`src/rtl/cordic_host_bridge.sv`:
```
// Host-side bridge for the CORDIC execution core.
// Commands are issued to the core one per cycle, gated by credits so that the
// core (which cannot be stalled) never returns more results than the result
// FIFO can hold. Results are buffered in order and presented show-ahead on a
// valid/ready response port.
module cordic_host_bridge #(
  parameter int DATA_WIDTH      = 16,
  parameter int FIFO_DEPTH      = 8,
  parameter int FIFO_ADDR_WIDTH = 3
) (
  input  logic                       clk,
  input  logic                       reset,
  // command port
  input  logic                       cmd_valid,
  output logic                       cmd_ready,
  input  logic                       cmd_arctan,
  input  logic [DATA_WIDTH-1:0]      cmd_degree,
  input  logic [DATA_WIDTH-1:0]      cmd_tan,
  // core input interface
  output logic                       core_valid_in,
  output logic                       core_arctan_en_in,
  output logic [DATA_WIDTH-1:0]      core_degree_in,
  output logic [DATA_WIDTH-1:0]      core_tan_in,
  // core output interface
  input  logic                       core_valid_out,
  input  logic                       core_arctan_en_out,
  input  logic [DATA_WIDTH-1:0]      core_degree_out,
  input  logic [DATA_WIDTH-1:0]      core_x_out,
  input  logic [DATA_WIDTH-1:0]      core_y_out,
  // response port
  output logic                       rsp_valid,
  input  logic                       rsp_ready,
  output logic                       rsp_arctan,
  output logic [DATA_WIDTH-1:0]      rsp_degree,
  output logic [DATA_WIDTH-1:0]      rsp_x,
  output logic [DATA_WIDTH-1:0]      rsp_y,
  // status
  output logic [FIFO_ADDR_WIDTH:0]   credits,
  output logic [FIFO_ADDR_WIDTH:0]   fifo_count,
  output logic                       overflow_err
);

  localparam int CW          = FIFO_ADDR_WIDTH + 1;
  localparam int ENTRY_WIDTH = 1 + 3 * DATA_WIDTH;

  localparam logic [CW-1:0]              DEPTH_C = CW'(FIFO_DEPTH);
  localparam logic [CW-1:0]              ONE_C   = CW'(1);
  localparam logic [FIFO_ADDR_WIDTH-1:0] PTR_ONE = FIFO_ADDR_WIDTH'(1);

  // registered state
  logic [CW-1:0]              credits_q, credits_d;
  logic [CW-1:0]              count_q, count_d;
  logic [FIFO_ADDR_WIDTH-1:0] wr_ptr_q, wr_ptr_d;
  logic [FIFO_ADDR_WIDTH-1:0] rd_ptr_q, rd_ptr_d;
  logic                       overflow_q, overflow_d;
  logic [ENTRY_WIDTH-1:0]     mem [FIFO_DEPTH];

  logic                       issue;
  logic                       pop;
  logic                       full;
  logic                       push_en;
  logic                       push_drop;
  logic [ENTRY_WIDTH-1:0]     push_word;
  logic [ENTRY_WIDTH-1:0]     head_word;

  // Handshake decode: cmd_ready and rsp_valid depend only on registers, so
  // there is no combinational path from cmd_valid or rsp_ready to them.
  assign cmd_ready = (credits_q != '0);
  assign rsp_valid = (count_q != '0);
  assign issue     = cmd_valid & cmd_ready;
  assign pop       = rsp_valid & rsp_ready;
  assign full      = (count_q == DEPTH_C);

  // A result arriving while full is only storable if the head leaves in the
  // same cycle; otherwise it is dropped and flagged.
  assign push_en   = core_valid_out & (~full | pop);
  assign push_drop = core_valid_out & full & ~pop;

  assign push_word = {core_arctan_en_out, core_degree_out, core_x_out, core_y_out};
  assign head_word = mem[rd_ptr_q];

  assign rsp_arctan = head_word[ENTRY_WIDTH-1];
  assign rsp_degree = head_word[3*DATA_WIDTH-1 -: DATA_WIDTH];
  assign rsp_x      = head_word[2*DATA_WIDTH-1 -: DATA_WIDTH];
  assign rsp_y      = head_word[DATA_WIDTH-1:0];

  assign credits      = credits_q;
  assign fifo_count   = count_q;
  assign overflow_err = overflow_q;

  // Next-state for credits, occupancy, pointers and the sticky error flag.
  always_comb begin
    credits_d  = credits_q;
    count_d    = count_q;
    wr_ptr_d   = wr_ptr_q;
    rd_ptr_d   = rd_ptr_q;
    overflow_d = overflow_q;

    // Issue and pop together cancel. A pop with credits already at depth can
    // only follow a stray (unrequested) result, so it is not refunded.
    unique case ({issue, pop})
      2'b10:   credits_d = credits_q - ONE_C;
      2'b01:   if (credits_q != DEPTH_C) credits_d = credits_q + ONE_C;
      default: credits_d = credits_q;
    endcase

    unique case ({push_en, pop})
      2'b10:   count_d = count_q + ONE_C;
      2'b01:   count_d = count_q - ONE_C;
      default: count_d = count_q;
    endcase

    if (push_en) wr_ptr_d = wr_ptr_q + PTR_ONE;
    if (pop)     rd_ptr_d = rd_ptr_q + PTR_ONE;
    if (push_drop) overflow_d = 1'b1;
  end

  // Bookkeeping registers, cleared together so a mid-operation reset leaves
  // no partial state behind.
  always_ff @(posedge clk) begin
    if (!reset) begin
      credits_q  <= DEPTH_C;
      count_q    <= '0;
      wr_ptr_q   <= '0;
      rd_ptr_q   <= '0;
      overflow_q <= 1'b0;
    end else begin
      credits_q  <= credits_d;
      count_q    <= count_d;
      wr_ptr_q   <= wr_ptr_d;
      rd_ptr_q   <= rd_ptr_d;
      overflow_q <= overflow_d;
    end
  end

  // Result storage; contents need no reset because count gates visibility.
  always_ff @(posedge clk) begin
    if (reset && push_en) begin
      mem[wr_ptr_q] <= push_word;
    end
  end

  // Core input register: valid pulses for one cycle per issue, data fields
  // hold their last issued values between commands.
  always_ff @(posedge clk) begin
    if (!reset) begin
      core_valid_in     <= 1'b0;
      core_arctan_en_in <= 1'b0;
      core_degree_in    <= '0;
      core_tan_in       <= '0;
    end else begin
      core_valid_in <= issue;
      if (issue) begin
        core_arctan_en_in <= cmd_arctan;
        core_degree_in    <= cmd_degree;
        core_tan_in       <= cmd_tan;
      end
    end
  end

endmodule

```
`config.mk`:
```
export PLATFORM = sky130hd
export DESIGN_NAME = cordic_host_bridge
export DESIGN_NICKNAME = d
export VERILOG_FILES = /design/src/rtl/cordic_host_bridge.sv
export SDC_FILE = /design/constraint.sdc
export NUM_CORES = 1
export LEC_CHECK = 0
export CAP_MARGIN = 20
export CORE_MARGIN = 1.5
export CORE_UTILIZATION = 40
export CTS_BUF_LIST = sky130_fd_sc_hd__clkbuf_4 sky130_fd_sc_hd__clkbuf_8
export DETAILED_ROUTE_END_ITERATION = 6
export PLACE_DENSITY_LB_ADDON = 0.12
export SYNTH_ARGS = -nofsm -noshare
export SYNTH_HDL_FRONTEND = slang
export SYNTH_SLANG_ARGS = --single-unit
```
`constraint.sdc`:
```
create_clock -name clk -period 7.95 [get_ports clk]
set_clock_uncertainty 0.05 [all_clocks]
set_input_delay 1.1925 -clock clk [delete_from_list [all_inputs] [get_ports clk]]
set_output_delay 1.1925 -clock clk [all_outputs]
set_load 0.005 [all_outputs]
```
==> run metrics <==
Core Footprint=41900 um^2; maximum clock frequency=0.205 GHz; hold_buf cts=0; final worst-path cycle share=61.4%; CTS H-tree lvls=3; Int Pwr=4.40 mW; Final Setup Violations=0; layout cells sized above 1=27.0%; area share of the largest cell type after synthesis=69.3%; EDFF count, synth=392; gr usage total=16.9%; number of synthesized register bits=444; Fillers=3497; cell taking the most area after synthesis=edfxtp_1; worst slew pin tran=0.970 ns; Primary FF master, synth=edfxtp_1; register area=12800 um^2; die height=209 um; Area Growth Syn to Fin=23.0%; final instance count without filler cells=1656; Max Slew Vio Count=0; final setup margin=3.07 ns; Worst-path clk slew=0.06 ns; clock network power share=33.3%; Worst VDD drop=0.137 mV; initial antenna violation count=2; outcome=completed; Flop pwr share=47.2%; grt met1 use=22.5%; multi-input logic area=4000 um^2; met2 Track Usage GR=26.8%; Antenna Cells=0; global-route wire length before repair=55000 um; Post-CTS Setup Bufs=0; Mapped Avg Cell Area=20.4 um^2; initial core utilization=40.5%; NetSw=1.44 mW; GP Congestion=0.690; FFs w/ async S/R, synth=0%; Hold Path Class=flop to flop; root buffer cell=clkbuf_8; drt pass-1 iters=4; commonest non-fill, non-tap cell in the layout=edfxtp_1; count of cell types in the netlist=46; type of the worst setup path=flop to output port; hold slack=0.414 ns; Ports=181; switching part of the total=24.7%; max cap viols=0; clk sinks=444; final core occ=49.8%; Period minus WS final=4.88 ns; Cell Rows=75; RSZ-0062 raised after global routing=no; mapped cell area=17000 um^2; via count=8432; synth top area cells=edfxtp_1 69%, mux4_2 13%, dfxtp_1 6.1%, mux2_2 3.3%, nand2_1 1.7%; TNS Setup=0 ns; CTS tree=done; # port buffers=180; Layout Nets=1155; Seq/Total Area, Yosys=75.5%; final wirelength=35800 um; cts bufs inserted=76; wire length per cell=21.6 um; PD cells=280 nW/um^2; Resized cells post-CTS=0; DRT antenna net count=0; most frequent cells in the layout=392 x edfxtp_1, 180 x clkdlybuf4s50_1, 98 x mux4_2, 81 x clkbuf_8, 76 x nand2_1; # DRC=0; CP Launch Type=flop; Die ar.=43700 um^2; remaining global-route overflow=0; Crit. End Element=output port; Synthesized Nets=924; largest net degree at the start of global routing=58; P_leak=6.68 nW; Inst Count DP=1523; Worst EP arrival=3.63 ns; Final Hold Vio Count=0; grt peak-use layer=met2; met3 Use GR=4.78%; Post-Syn Instances=831; number of DRC markers in iteration 0=545; Worst EP required=6.71 ns; maximum clock path buffer count=3; DR vias/cell=5.09; Synth Warn #=0; Combinational Power Share=19.5%; Setup WS pre-CTS=3.54 ns; worst rel slew slack=35.3%; Detail Placement HPWL=18800 um; Skew-Pair Late Insertion Delay=0.61 ns; vias in the first global route=9107; Die X-Extent=209 um; critical-path maximum fanout=48
[metal layers]
layer / up-vias / share of wire [%]
li1: 3830 / -
met1: 4305 / 44
met2: 230 / 48
met3: 63 / 6.1
met4: 4 / 1.9
met5: - / 0.078
[power groups by stage]
stage	Clock [mW]	Sequential (mW)	Combinational, mW
3_5_place_dp	0	2.81	1.16
3_3_place_gp	0	2.81	1.15
4_1_cts	2.01	2.77	1.17
2_1_floorplan	0	2.70	0.790
5_1_grt	2.11	2.78	1.24
6_report	1.95	2.76	1.14
[cells in the mapped netlist, types with 2 or more instances]
master and number:
nand2_1 76, edfxtp_1 392, a211oi_1 2, nor2b_1 5, mux4_2 98, a21boi_0 33
buf_2 17, ha_1 5, o211ai_1 2, buf_6 2, or3_1 3, xnor2_1 4
nor2_1 3, a31oi_1 2, nor3_1 6, mux2_2 49, nand2b_1 4, and3_1 3
clkbuf_1 27, o21a_1 2, a21oi_1 3, mux2i_1 7, nand3_1 4, o21ai_0 2
dfxtp_1 52, nor4_1 2, xor2_1 3, and2_1 5
[stage by stage]
| step | power, mW | instance area (um^2) |
|---|---|---|
| 5_1_grt | 6.13 | 20900 |
| 3_3_place_gp | 3.96 | 19400 |
| 4_1_cts | 5.95 | 20900 |
| 2_1_floorplan | 3.49 | 17000 |
| 6_report | 5.84 | 20900 |
| 3_5_place_dp | 3.97 | 19400 |
[registers in the layout, summed over array words and instances (netlist names), 3 cells and up, named ones only]
register / count
wr_ptr_q: 3
core_degree_in: 16
credits: 4
core_tan_in: 16
fifo_count: 4
rd_ptr_q: 3
mem: 392
[kinds of logic after synthesis]
family	after synthesis	share of synthesized area, %
flip-flops	444	75.5
multiplexers	155	16.7
AND/OR/NAND/NOR	118	3.20
AO/OA/AOI/OAI	54	2.48
buffers and inverters	47	1.25
XOR/XNOR	7	0.361
adder cells (fa/ha/maj)	6	0.486
[critical path, stage by stage, from the launching register on]
cell and delay [ns]:
dfxtp_4 0.99, buf_4 0.67, mux4_2 0.58, mux2_2 0.27, clkdlybuf4s50_1 0.49
[cell type report]
cell class              instances  share of cell area [%]
multi-input cells             340                    19.1
clock buffers                 108                    6.31
flip-flops and latches        444                    61.4
well taps                     539                    3.23
repair buffers                199                    9.31
inverters                       1                  0.0180
clock inverters                25                   0.569
[final timing paths]
kind | startpoint | to | slack (ns) | cells past startpoint
worst min register to register | core_degree_in[14]$_SDFFE_PN0P_ | core_degree_in[14]$_SDFFE_PN0P_ | 0.41 | 2
worst min-delay path | core_degree_in[14]$_SDFFE_PN0P_ | core_degree_in[14]$_SDFFE_PN0P_ | 0.41 | 2
worst max register to register | fifo_count[1]$_SDFFE_PN0P_ | mem[7][43]$_DFFE_PP_ | 4.98 | 4
worst max-delay path | flop | rsp_degree[14] | 3.07 | 4
(Power assumes the default switching activity.)
